**src/rtl/multicycle_controller.sv**
```systemverilog
// multicycle_controller: control FSM for a multicycle RV32I-subset core
// with a shared instruction/data memory. Decodes the latched IR, steps
// through FETCH..writeback, drives the datapath control inputs and counts
// retired instructions.
// Optional feature macro: CTRL_JALR_EN adds the JALR state (opcode 1100111,
// funct3 000). When undefined, that opcode decodes as illegal and traps.
module multicycle_controller #(
  parameter int STATE_W = 4,
  parameter int CNT_W   = 32
) (
  input  logic               clk,
  input  logic               reset,
  input  logic [31:0]        instr,
  input  logic               zero_flag,
  output logic               pc_write,
  output logic               ir_write,
  output logic               mem_write,
  output logic               reg_write,
  output logic               instruction_or_data,
  output logic [1:0]         result_src,
  output logic [1:0]         alu_src_a,
  output logic [1:0]         alu_src_b,
  output logic [3:0]         alu_control,
  output logic               illegal_instr,
  output logic               retire,
  output logic [CNT_W-1:0]   retire_count,
  output logic [STATE_W-1:0] state_out
);

  // State encoding is fixed so state_out is stable for debug tools.
  typedef enum logic [3:0] {
    S_FETCH    = 4'd0,
    S_DECODE   = 4'd1,
    S_MEMADR   = 4'd2,
    S_MEMREAD  = 4'd3,
    S_MEMWB    = 4'd4,
    S_MEMWRITE = 4'd5,
    S_EXECR    = 4'd6,
    S_EXECI    = 4'd7,
    S_LUI      = 4'd8,
    S_ALUWB    = 4'd9,
    S_BRANCH   = 4'd10,
    S_JAL      = 4'd11,
    S_TRAP     = 4'd12
`ifdef CTRL_JALR_EN
    , S_JALR   = 4'd13
`endif
  } state_t;

  localparam logic [3:0] ALU_ADD  = 4'd0;
  localparam logic [3:0] ALU_SUB  = 4'd1;
  localparam logic [3:0] ALU_AND  = 4'd2;
  localparam logic [3:0] ALU_OR   = 4'd3;
  localparam logic [3:0] ALU_XOR  = 4'd4;
  localparam logic [3:0] ALU_SLT  = 4'd5;
  localparam logic [3:0] ALU_SLL  = 4'd6;
  localparam logic [3:0] ALU_SRL  = 4'd7;
  localparam logic [3:0] ALU_SRA  = 4'd8;
  localparam logic [3:0] ALU_SLTU = 4'd9;

  localparam logic [6:0] OP_LOAD   = 7'b0000011;
  localparam logic [6:0] OP_STORE  = 7'b0100011;
  localparam logic [6:0] OP_RTYPE  = 7'b0110011;
  localparam logic [6:0] OP_ITYPE  = 7'b0010011;
  localparam logic [6:0] OP_BRANCH = 7'b1100011;
  localparam logic [6:0] OP_JAL    = 7'b1101111;
  localparam logic [6:0] OP_LUI    = 7'b0110111;
  localparam logic [6:0] OP_JALR   = 7'b1100111;

  state_t     state, next_state;
  logic [6:0] opcode;
  logic [2:0] funct3;
  logic       f7b5;
  logic       pc_write_raw, ir_write_raw, mem_write_raw, reg_write_raw;
  logic       retire_raw;
  logic       unused_instr_bits;

  assign opcode = instr[6:0];
  assign funct3 = instr[14:12];
  assign f7b5   = instr[30];
  // Register fields and immediates belong to the datapath, not to control.
  assign unused_instr_bits = ^{instr[31], instr[29:15], instr[11:7]};

  // ALU operation for R/I arithmetic; I-type never subtracts.
  function automatic logic [3:0] alu_decode(input logic [2:0] f3,
                                            input logic       b5,
                                            input logic       is_r);
    logic [3:0] op;
    case (f3)
      3'b000:  op = (is_r && b5) ? ALU_SUB : ALU_ADD;
      3'b001:  op = ALU_SLL;
      3'b010:  op = ALU_SLT;
      3'b011:  op = ALU_SLTU;
      3'b100:  op = ALU_XOR;
      3'b101:  op = b5 ? ALU_SRA : ALU_SRL;
      3'b110:  op = ALU_OR;
      default: op = ALU_AND;
    endcase
    return op;
  endfunction

  // State register; reset aborts any partial instruction back to FETCH.
  always_ff @(posedge clk or posedge reset) begin
    if (reset) state <= S_FETCH;
    else       state <= next_state;
  end

  // Sticky illegal flag, raised on the transition into TRAP.
  always_ff @(posedge clk or posedge reset) begin
    if (reset)                    illegal_instr <= 1'b0;
    else if (next_state == S_TRAP) illegal_instr <= 1'b1;
  end

  // Retired-instruction counter; wraps silently.
  always_ff @(posedge clk or posedge reset) begin
    if (reset)           retire_count <= '0;
    else if (retire_raw) retire_count <= retire_count + CNT_W'(1);
  end

  // Next-state decode and per-state control outputs.
  always_comb begin
    next_state          = state;
    pc_write_raw        = 1'b0;
    ir_write_raw        = 1'b0;
    mem_write_raw       = 1'b0;
    reg_write_raw       = 1'b0;
    retire_raw          = 1'b0;
    instruction_or_data = 1'b0;
    result_src          = 2'b00;
    alu_src_a           = 2'b00;
    alu_src_b           = 2'b00;
    alu_control         = ALU_ADD;
    case (state)
      S_FETCH: begin
        ir_write_raw = 1'b1;
        pc_write_raw = 1'b1;
        alu_src_a    = 2'b00;
        alu_src_b    = 2'b01;
        result_src   = 2'b10;
        next_state   = S_DECODE;
      end
      S_DECODE: begin
        // Branch target old_pc+imm is computed speculatively here.
        alu_src_a = 2'b10;
        alu_src_b = 2'b10;
        case (opcode)
          OP_LOAD, OP_STORE: next_state = S_MEMADR;
          OP_RTYPE:          next_state = S_EXECR;
          OP_ITYPE:          next_state = S_EXECI;
          OP_BRANCH:         next_state = (funct3[2:1] == 2'b00) ? S_BRANCH : S_TRAP;
          OP_JAL:            next_state = S_JAL;
          OP_LUI:            next_state = S_LUI;
`ifdef CTRL_JALR_EN
          OP_JALR:           next_state = (funct3 == 3'b000) ? S_JALR : S_TRAP;
`endif
          default:           next_state = S_TRAP;
        endcase
      end
      S_MEMADR: begin
        alu_src_a  = 2'b01;
        alu_src_b  = 2'b10;
        next_state = opcode[5] ? S_MEMWRITE : S_MEMREAD;
      end
      S_MEMREAD: begin
        instruction_or_data = 1'b1;
        result_src          = 2'b00;
        next_state          = S_MEMWB;
      end
      S_MEMWB: begin
        result_src    = 2'b01;
        reg_write_raw = 1'b1;
        retire_raw    = 1'b1;
        next_state    = S_FETCH;
      end
      S_MEMWRITE: begin
        instruction_or_data = 1'b1;
        result_src          = 2'b00;
        mem_write_raw       = 1'b1;
        retire_raw          = 1'b1;
        next_state          = S_FETCH;
      end
      S_EXECR: begin
        alu_src_a   = 2'b01;
        alu_src_b   = 2'b00;
        alu_control = alu_decode(funct3, f7b5, 1'b1);
        next_state  = S_ALUWB;
      end
      S_EXECI: begin
        alu_src_a   = 2'b01;
        alu_src_b   = 2'b10;
        alu_control = alu_decode(funct3, f7b5, 1'b0);
        next_state  = S_ALUWB;
      end
      S_LUI: begin
        alu_src_a  = 2'b11;
        alu_src_b  = 2'b10;
        next_state = S_ALUWB;
      end
      S_ALUWB: begin
        result_src    = 2'b00;
        reg_write_raw = 1'b1;
        retire_raw    = 1'b1;
        next_state    = S_FETCH;
      end
      S_BRANCH: begin
        alu_src_a    = 2'b01;
        alu_src_b    = 2'b00;
        alu_control  = ALU_SUB;
        result_src   = 2'b00;
        // funct3[0]: 0 = BEQ, 1 = BNE
        pc_write_raw = funct3[0] ? ~zero_flag : zero_flag;
        retire_raw   = 1'b1;
        next_state   = S_FETCH;
      end
      S_JAL: begin
        // PC takes the target held in alu_out; link value old_pc+4 is formed now.
        alu_src_a    = 2'b10;
        alu_src_b    = 2'b01;
        result_src   = 2'b00;
        pc_write_raw = 1'b1;
        next_state   = S_ALUWB;
      end
`ifdef CTRL_JALR_EN
      S_JALR: begin
        // Overwrite alu_out with rs1+imm so JAL jumps there; LSB left as is.
        alu_src_a  = 2'b01;
        alu_src_b  = 2'b10;
        next_state = S_JAL;
      end
`endif
      S_TRAP: begin
        next_state = S_TRAP;
      end
      default: begin
        next_state = S_FETCH;
      end
    endcase
  end

  // No writes or retirements may escape while reset is held.
  assign pc_write  = pc_write_raw  & ~reset;
  assign ir_write  = ir_write_raw  & ~reset;
  assign mem_write = mem_write_raw & ~reset;
  assign reg_write = reg_write_raw & ~reset;
  assign retire    = retire_raw    & ~reset;
  assign state_out = STATE_W'(state);

endmodule

```
**config.mk**
```make
export PLATFORM = sky130hd
export DESIGN_NAME = multicycle_controller
export DESIGN_NICKNAME = d
export VERILOG_FILES = /design/src/rtl/multicycle_controller.sv
export SDC_FILE = /design/constraint.sdc
export NUM_CORES = 1
export LEC_CHECK = 0
export ABC_AREA = 1
export BUFFER_PORTS_ARGS = -buffer_cell sky130_fd_sc_hd__buf_2
export CORE_MARGIN = 10
export CORE_UTILIZATION = 35
export CTS_BUF_LIST = sky130_fd_sc_hd__clkbuf_4 sky130_fd_sc_hd__clkbuf_8
export DETAILED_ROUTE_END_ITERATION = 8
export PLACE_DENSITY_LB_ADDON = 0.08
export RECOVER_POWER = 100
export SETUP_SLACK_MARGIN = 0.02
export SYNTH_ARGS = -nofsm -noshare
export SYNTH_HDL_FRONTEND = slang
export SYNTH_SLANG_ARGS = --single-unit
```
**constraint.sdc**
```tcl
create_clock -name clk -period 1.4 [get_ports clk]
set_clock_uncertainty 0.05 [all_clocks]
set_input_delay 0 -clock clk [delete_from_list [all_inputs] [get_ports clk]]
set_output_delay 0 -clock clk [all_outputs]
set_load 0.05 [all_outputs]
```
# Word level (Yosys, flattened, before mapping)
# Cells that the tools add are included.
op_classes:
  n_eq_ne: 26
  bitwise_logic: 7
  n_mux: 19
  add_sub_neg: 1
  reduce_logical: 12
ops:
  columns: ["op", "n"]
  rows:
  - ["$pmux W4 S7", 2]
  - ["$pmux W4 S6", 2]
  - ["$add A32 B1 Y32 const B", 1]
  - ["$eq A4 B4 Y1 const B", 6]
  - ["$eq A7 B6 Y1 const B", 3]
  - ["$eq A4 B3 Y1 const B", 4]
  - ["$reduce_or A4 Y1", 4]
  - ["$eq A7 B7 Y1 const B", 2]
  - ["$pmux W4 S3", 1]
  - ["$reduce_or A2 Y1", 5]
  - ["$eq A3 B3 Y1 const B", 3]
  - ["$eq A4 B2 Y1 const B", 2]
  - ["$pmux W2 S2", 2]
  - ["$eq A7 B2 Y1 const B", 1]
  - ["$eq A7 B5 Y1 const B", 1]
  - ["$mux W1", 7]
  - ["$eq A3 B2 Y1 const B", 2]
  - ["$mux W3", 2]
  - ["$pmux W2 S3", 1]
  - ["$and A1 B1 Y1", 5]
  - ["$eq A4 B1 Y1 const B", 1]
  - ["$logic_not A4 Y1", 1]
  - ["$mux W4", 1]
  - ["$eq A3 B1 Y1 const B", 1]
  - ["4 further kinds", 5]
word_totals:
  wordCells: 68
  inputBits: 35
  register_bits: 37
  out_inout_bits: 53

# Depth between registers and ports, before layout
# Gate-level depths: netlist of the first run.
depth:
  depth_word: 5
  depth_mapped: 12

# Worst setup path before layout of the first run
# OpenSTA, ideal clock, no wires.
synth_path:
  kind: "register -> output"
  startpoint: "register state[2] (netlist: state_out[2])"
  endpoint: "output port pc_write"
  n_path_buf: 0
  arrival_ns: 2.935
  stages_incl_launch_ff: 8
  path_slack_ns: -1.585
  cell_sequence: "dfrtp_1 > nor2_1 > inv_1 > nor2_1 > inv_1 > nand2_1 > a41oi_1 > nor2_1"
synth_between:
  elab_chain_cells: 4
  elab_cells_between_ends: 6
  classes_between: "eq/ne (2); mux (1); bitwise (1); reduce/logical (2)"
synth_lines:
  columns: ["item", "line", "rtl"]
  rows:
  - ["from (decl)", "70", "state_t state, next_state;"]
  - ["from (signal assigned)", "105", "else state <= next_state;"]
  - ["$eq A4 B4 Y1 / $logic_not A4 Y1 (equally long branches)", "133", "case (state)"]
  - ["$reduce_or A2 Y1 (no source line)", null, null]
  - ["$pmux W1 S2 (*)", "133", null]
  - ["$and A1 B1 Y1 (*)", "241", "assign pc_write = pc_write_raw & ~reset;"]
  - ["to (decl)", "15", "output logic pc_write,"]
# Mark *: on every way between the ends. The rest lies on a longest branch, timed or not.

# Final worst setup path of the first run
layout_path:
  startpoint: "register state[1] (netlist: state_out[1])"
  endpoint: "output port pc_write"
# Same word-level chain as after synthesis.

==> results of run 1 <==
## power by group through the flow
stage                     sequential (mW)  clock [mW]  combinational (mW)
final                                1.37       0.847                5.13
after global placement               1.36           0                3.74
after CTS                            1.35       0.854                4.48
after global routing                 1.38       0.902                5.40
after floorplan                      1.79           0                1.88
after detailed placement             1.36           0                3.76
## logic make-up after synthesis
| family | count (synthesis) | synth area share |
|---|---|---|
| AOI/OAI and AO/OA | 26 | 0.0603 |
| xor gates and xnor gates | 15 | 0.0495 |
| adders and majority gates | 1 | 0.00471 |
| buffers and inverters | 54 | 0.0839 |
| DFF | 37 | 0.349 |
| and+or+nand+nor | 287 | 0.453 |
## synth_stat cells
cell / instances / area (um2)
buf_6: 2 / 22.5
inv_2: 2 / 7.51
clkbuf_1: 1 / 3.75
nor3_1: 18 / 90.1
a21oi_2: 1 / 8.76
nand4_1: 5 / 31.3
a41oi_1: 1 / 8.76
nand2_1: 171 / 642
o21ai_0: 7 / 35.0
a21oi_1: 4 / 20.0
dfrtp_1: 37 / 926
nand3_4: 1 / 17.5
nor2_1: 57 / 214
nand2_2: 2 / 12.5
nand3_1: 18 / 90.1
nand3b_1: 9 / 67.6
ha_1: 1 / 12.5
inv_4: 1 / 6.26
o211ai_1: 4 / 30.0
o21ai_1: 5 / 25.0
o211a_1: 1 / 10.0
o31ai_1: 1 / 7.51
inv_1: 46 / 173
xor2_1: 11 / 96.3
buf_2: 2 / 10.0
a211oi_1: 2 / 15.0
nor2_2: 3 / 18.8
and2_1: 1 / 6.26
xnor2_1: 4 / 35.0
or2_2: 2 / 12.5
## timing repair
action,in CTS,in global routing
pin swaps,17,39
setup buffers,15,10
endpoints found under the setup margin,52,53
gates resized for setup,101,88
cloned,0,3
hold endpoints to repair,38,0
hold buffers,2,0
## metrics by stage
step / utilization / area (um2)
6_report: 0.665 / 4870
3_5_place_dp: 0.535 / 3920
2_1_floorplan: - / 2860
3_3_place_gp: 0.535 / 3920
5_1_grt: 0.665 / 4870
4_1_cts: 0.614 / 4500
## sequential cells by signal (all words and copies together), names as in the netlist
signal         flops
state_out          4
illegal_instr      1
retire_count      32
## critical path, stage by stage (launching register included)
cell and delay [ps]:
dfrtp_2 450, inv_4 90, nand2_4 70, buf_6 120, nor2_4 150, inv_4 70
nand2_8 70, a41oi_4 40, nor2_4 110, buf_8 150
## layout by cell type, fill, tap and decap left out, types with 4 or more instances in the layout
cell / instances
inv_1: 36
nor3_4: 7
xor2_1: 11
nor2_2: 19
nand3b_1: 9
o211ai_1: 4
nand4_1: 5
clkbuf_8: 6
buf_12: 4
nor3_1: 5
dfrtp_2: 22
buf_4: 82
nor3_2: 6
nand2_1: 125
o21ai_2: 6
buf_6: 17
nand2_4: 10
nor2_4: 17
o21ai_1: 4
inv_2: 8
buf_8: 12
clkbuf_1: 10
xnor2_1: 4
clkbuf_2: 28
nor2_1: 24
dfrtp_1: 15
nand2_2: 37
nand3_1: 14
inv_4: 4
buf_2: 12
## final cells by class
class / count / area (um2) / area share
Clock buffer: 8 / 97.6 / 0.0200
Multi-Input combinational cell: 329 / 2090 / 0.429
Sequential cell: 37 / 953 / 0.196
Timing Repair Buffer: 171 / 1410 / 0.289
Inverter: 49 / 201 / 0.0413
Tap cell: 99 / 124 / 0.0254
## routing by layer
layer  wire length, um  vias to the layer above  GRT usage
met5                 0                        -          0
met4               115                        0     0.0387
met3               685                        8     0.0419
met2              4850                       91      0.274
met1              4530                     1564      0.231
li1                  -                     1667          -
## path summary, 6_finish.rpt
path                                                  start                      endpoint  depth (start not counted)
min in group asynchronous                             reset   retire_count[5]$_DFFE_PP0N_                          4
worst max register to register  retire_count[9]$_DFFE_PP0N_  retire_count[10]$_DFFE_PP0N_                          9
max in group asynchronous                             reset        state_out[0]$_DFF_PP0_                          4
worst min-delay path                               instr[6]        state_out[3]$_DFF_PP0_                          3
worst min register to register    illegal_instr$_DFFE_PP0N_     illegal_instr$_DFFE_PP0N_                          2
worst max-delay path                 state_out[1]$_DFF_PP0_                      pc_write                          9
==> impl_metrics.toml, run 1 <==
[status]
status = "finished, violations left"
violations = "setup timing"

[layout]
syn_to_final_growth_pct = 83.5
n_antenna_cell = 0
layout-drive-gt1-share = 0.537
final_nets = 629
fin_cells = 693
fillers = 605

[floorplanning]
rows = 31
ios = 88
die_area_um2 = 11500
dieWidth_um = 107
start_util = 0.362
coreArea_um2 = 7330
fp.dieH_um = 107

[routing]
ant_nets = 0
dr.pass1.iters = 5
drt-total-wl_mm = 10.2
drtIter0Drc = 167
vias = 3330
wl_per_cell_um = 14.7
drcViolationCount = 0
post_drt_via_cell_ratio = 4.81

[critical_path]
crit_required_ps = 1350
crit_fanout = 3
critical_path_class = "register to output port"
reg2reg_slack_ps = -210
end_kind = "output port"
critPathArrivalTime_ps = 1610
crit_path_start_kind = "register"

[timing]
finalSetupViolCount = 48
fmax_mhz = 603
drv_slew = 0
slew_headroom = 0.593
holdWs_ps = 97.8
fin_setup_tns_ps = -7360
tightest_slew_ps = 612
rsz0062_at_grt = "true"
fin_ws_ps = -260
fin_crit_sh = 1.19
hold_viol = 0
period_minus_slack_ps = 1660

[clocking]
htreeDepth = 2
cts-root-buf = "clkbuf_8"
cts_buffers = 5
clock_sinks = 37
clkTransAtPathRegs_ps = 70
cts_buffer_depth = 2
clock_latency_ps = 300
cts_tree = "yes"

[synth]
synth_area_um2 = 2660
synth_seq_cells = 37
synthCells = 420
syn-num-nets = 456
yosysWarnings = 0
avgSynthCellArea_um2 = 6.32
synth_cell_types = 30
yosysSeqAreaShare = 0.349

[placement]
numPlacedInstances = 660
place_ws_ps = -175
gp_congestion = 0.897
port_buffers = 66
dp_hpwl_mm = 7.22

[power_and_ir_drop]
pwr-share-seq = 0.186
switching_power_mw = 3.45
p_comb_frac = 0.699
sw_frac_of_total = 0.470
peakVddDrop_mv = 0.900
p_int_mw = 3.89
pwr-share-clk = 0.115
power.total_mw = 7.34
power_leakage_nw = 2.41
power.density_nw_per_um2 = 1510

[worst_hold_path]
hold_path.class = "input pin to register"

[global_routing]
antenna_found_initial = 0
grt_max_degree = 38
grt_pass1_vias = 3237
grt_pass1_wl_mm = 16.2
grt-ovfl-total = 0
grt_usage = 0.172

[run]
cap_violations = 0
Note: power is estimated with default switching activity, not from simulation.
==> run 2, diff against run 1 <==
==> constraint.sdc (replaced) <==
create_clock -name clk -period 1.5 [get_ports clk]
set_clock_uncertainty 0.05 [all_clocks]
set_input_delay 0 -clock clk [delete_from_list [all_inputs] [get_ports clk]]
set_output_delay 0 -clock clk [all_outputs]
set_load 0.05 [all_outputs]
==> impl_metrics.toml, run 2 (synthesis results as in run 1) <==
[routing]
dr.pass1.iters = 5
drcViolationCount = 0
drtIter0Drc = 182
drt-total-wl_mm = 10.1
ant_nets = 0
post_drt_via_cell_ratio = 4.93
wl_per_cell_um = 15.0
vias = 3325

[critical_path]
end_kind = "output port"
critical_path_class = "register to output port"
crit_fanout = 4
crit_path_start_kind = "register"
critPathArrivalTime_ps = 1660
crit_required_ps = 1450

[global_routing]
grt_pass1_wl_mm = 15.3
grt_max_degree = 38
grt-ovfl-total = 0
grt_usage = 0.163
antenna_found_initial = 0
grt_pass1_vias = 3064

[clocking]
cts_buffers = 5
cts_buffer_depth = 2
clock_latency_ps = 290
htreeDepth = 2
clkTransAtPathRegs_ps = 80
cts_tree = "yes"
cts-root-buf = "clkbuf_8"
clock_sinks = 37

[floorplanning]
dieWidth_um = 107
die_area_um2 = 11500
fp.dieH_um = 107
ios = 88
start_util = 0.362
coreArea_um2 = 7330
rows = 31

[layout]
final_area_um2 = 4800
syn_to_final_growth_pct = 80.8
regMostFlops = "retire_count"
multiInputGateArea_um2 = 2180
final_nets = 611
layout-drive-gt1-share = 0.502
layout_commonest_cell = "nand2_1"
n_antenna_cell = 0
seqCellArea_um2 = 952
fillers = 608
largest_register_ffs = 32
final_cell_mix = "nand2_1, buf_4, inv_1"

[timing]
finalSetupViolCount = 41
fin_crit_sh = 1.14
drv_slew = 0
hold_viol = 0
fin_ws_ps = -206
slew_headroom = 0.586
rsz0062_at_grt = "true"
holdWs_ps = 81.9
period_minus_slack_ps = 1710
fmax_mhz = 586
tightest_slew_ps = 624

[worst_hold_path]
hold_path.class = "input pin to register"

[placement]
dp_hpwl_mm = 6.95
gp_congestion = 0.881
dpl_cell_area_um2 = 3720
port_buffers = 66

[power_and_ir_drop]
peakVddDrop_mv = 0.839
power.density_nw_per_um2 = 1410
power_leakage_nw = 2.33

[status]
status = "finished, violations left"
violations = "setup timing"

[run]
cap_violations = 0
[run 2: final cells by class]
class / instances / area share
inverter: 49 / 0.0438
tap: 99 / 0.0258
multi-input combinational: 329 / 0.454
timing repair buffer: 153 / 0.253
clock inverter: 1 / 0.00626
sequential: 37 / 0.198
clock buffer: 7 / 0.0188
[run 2: critical path: stages, from the launching register on]
cell and delay [ps]:
dfrtp_2 430, inv_4 80, nand2_4 70, buf_6 130, nor2_4 130, inv_2 70
o211ai_1 200, buf_4 250
[run 2: report_power, final]
| group | internal [mW] | switching (mW) | total, mW |
|---|---|---|---|
| logic | 1.86 | 2.66 | 4.52 |
| registers | 1.13 | 0.182 | 1.31 |
| clock network | 0.561 | 0.390 | 0.951 |
| total | 3.55 | 3.23 | 6.78 |
[run 2: per-stage QoR]
stage                     TNS [ps]  total power [mW]  std cells  setup slack (ps)  utilization
final                        -3320              6.78        675              -206        0.655
after detailed placement      -922              4.49        638              -129        0.507
after global placement        -332              4.46        638             -93.3        0.507
after global routing         -7300              7.10        675              -277        0.655
after floorplan              -7500              3.39        420              -280            -
after CTS                    -2430              6.35        660              -143        0.591
[run 2: routing by layer]
layer	up-vias	routed length, um	track usage
li1	1632	-	-
met2	99	4910	0.266
met4	0	140	0.0348
met3	14	679	0.0383
met1	1580	4380	0.212
met5	-	0	0
[run 2: what timing repair did]
item	CTS	global route
hold buffers	2	0
setup buffers	11	16
hold endpoints to repair	38	0
cloned	1	1
pin swaps	26	51
endpoints found under the setup margin	46	48
resized for setup	100	115
[run 2: path summary, 6_finish.rpt]
path	start	end	slack, ps	cells after the start
min	instr[6]	state_out[3]$_DFF_PP0_	80	3
min reg2reg	illegal_instr$_DFFE_PP0N_	illegal_instr$_DFFE_PP0N_	420	2
max reg2reg	retire_count[8]$_DFFE_PP0N_	retire_count[10]$_DFFE_PP0N_	-160	9
min in group asynchronous	reset	retire_count[9]$_DFFE_PP0N_	520	4
max in group asynchronous	reset	retire_count[25]$_DFFE_PP0N_	450	4
max	state_out[3]$_DFF_PP0_	alu_control[0]	-210	7
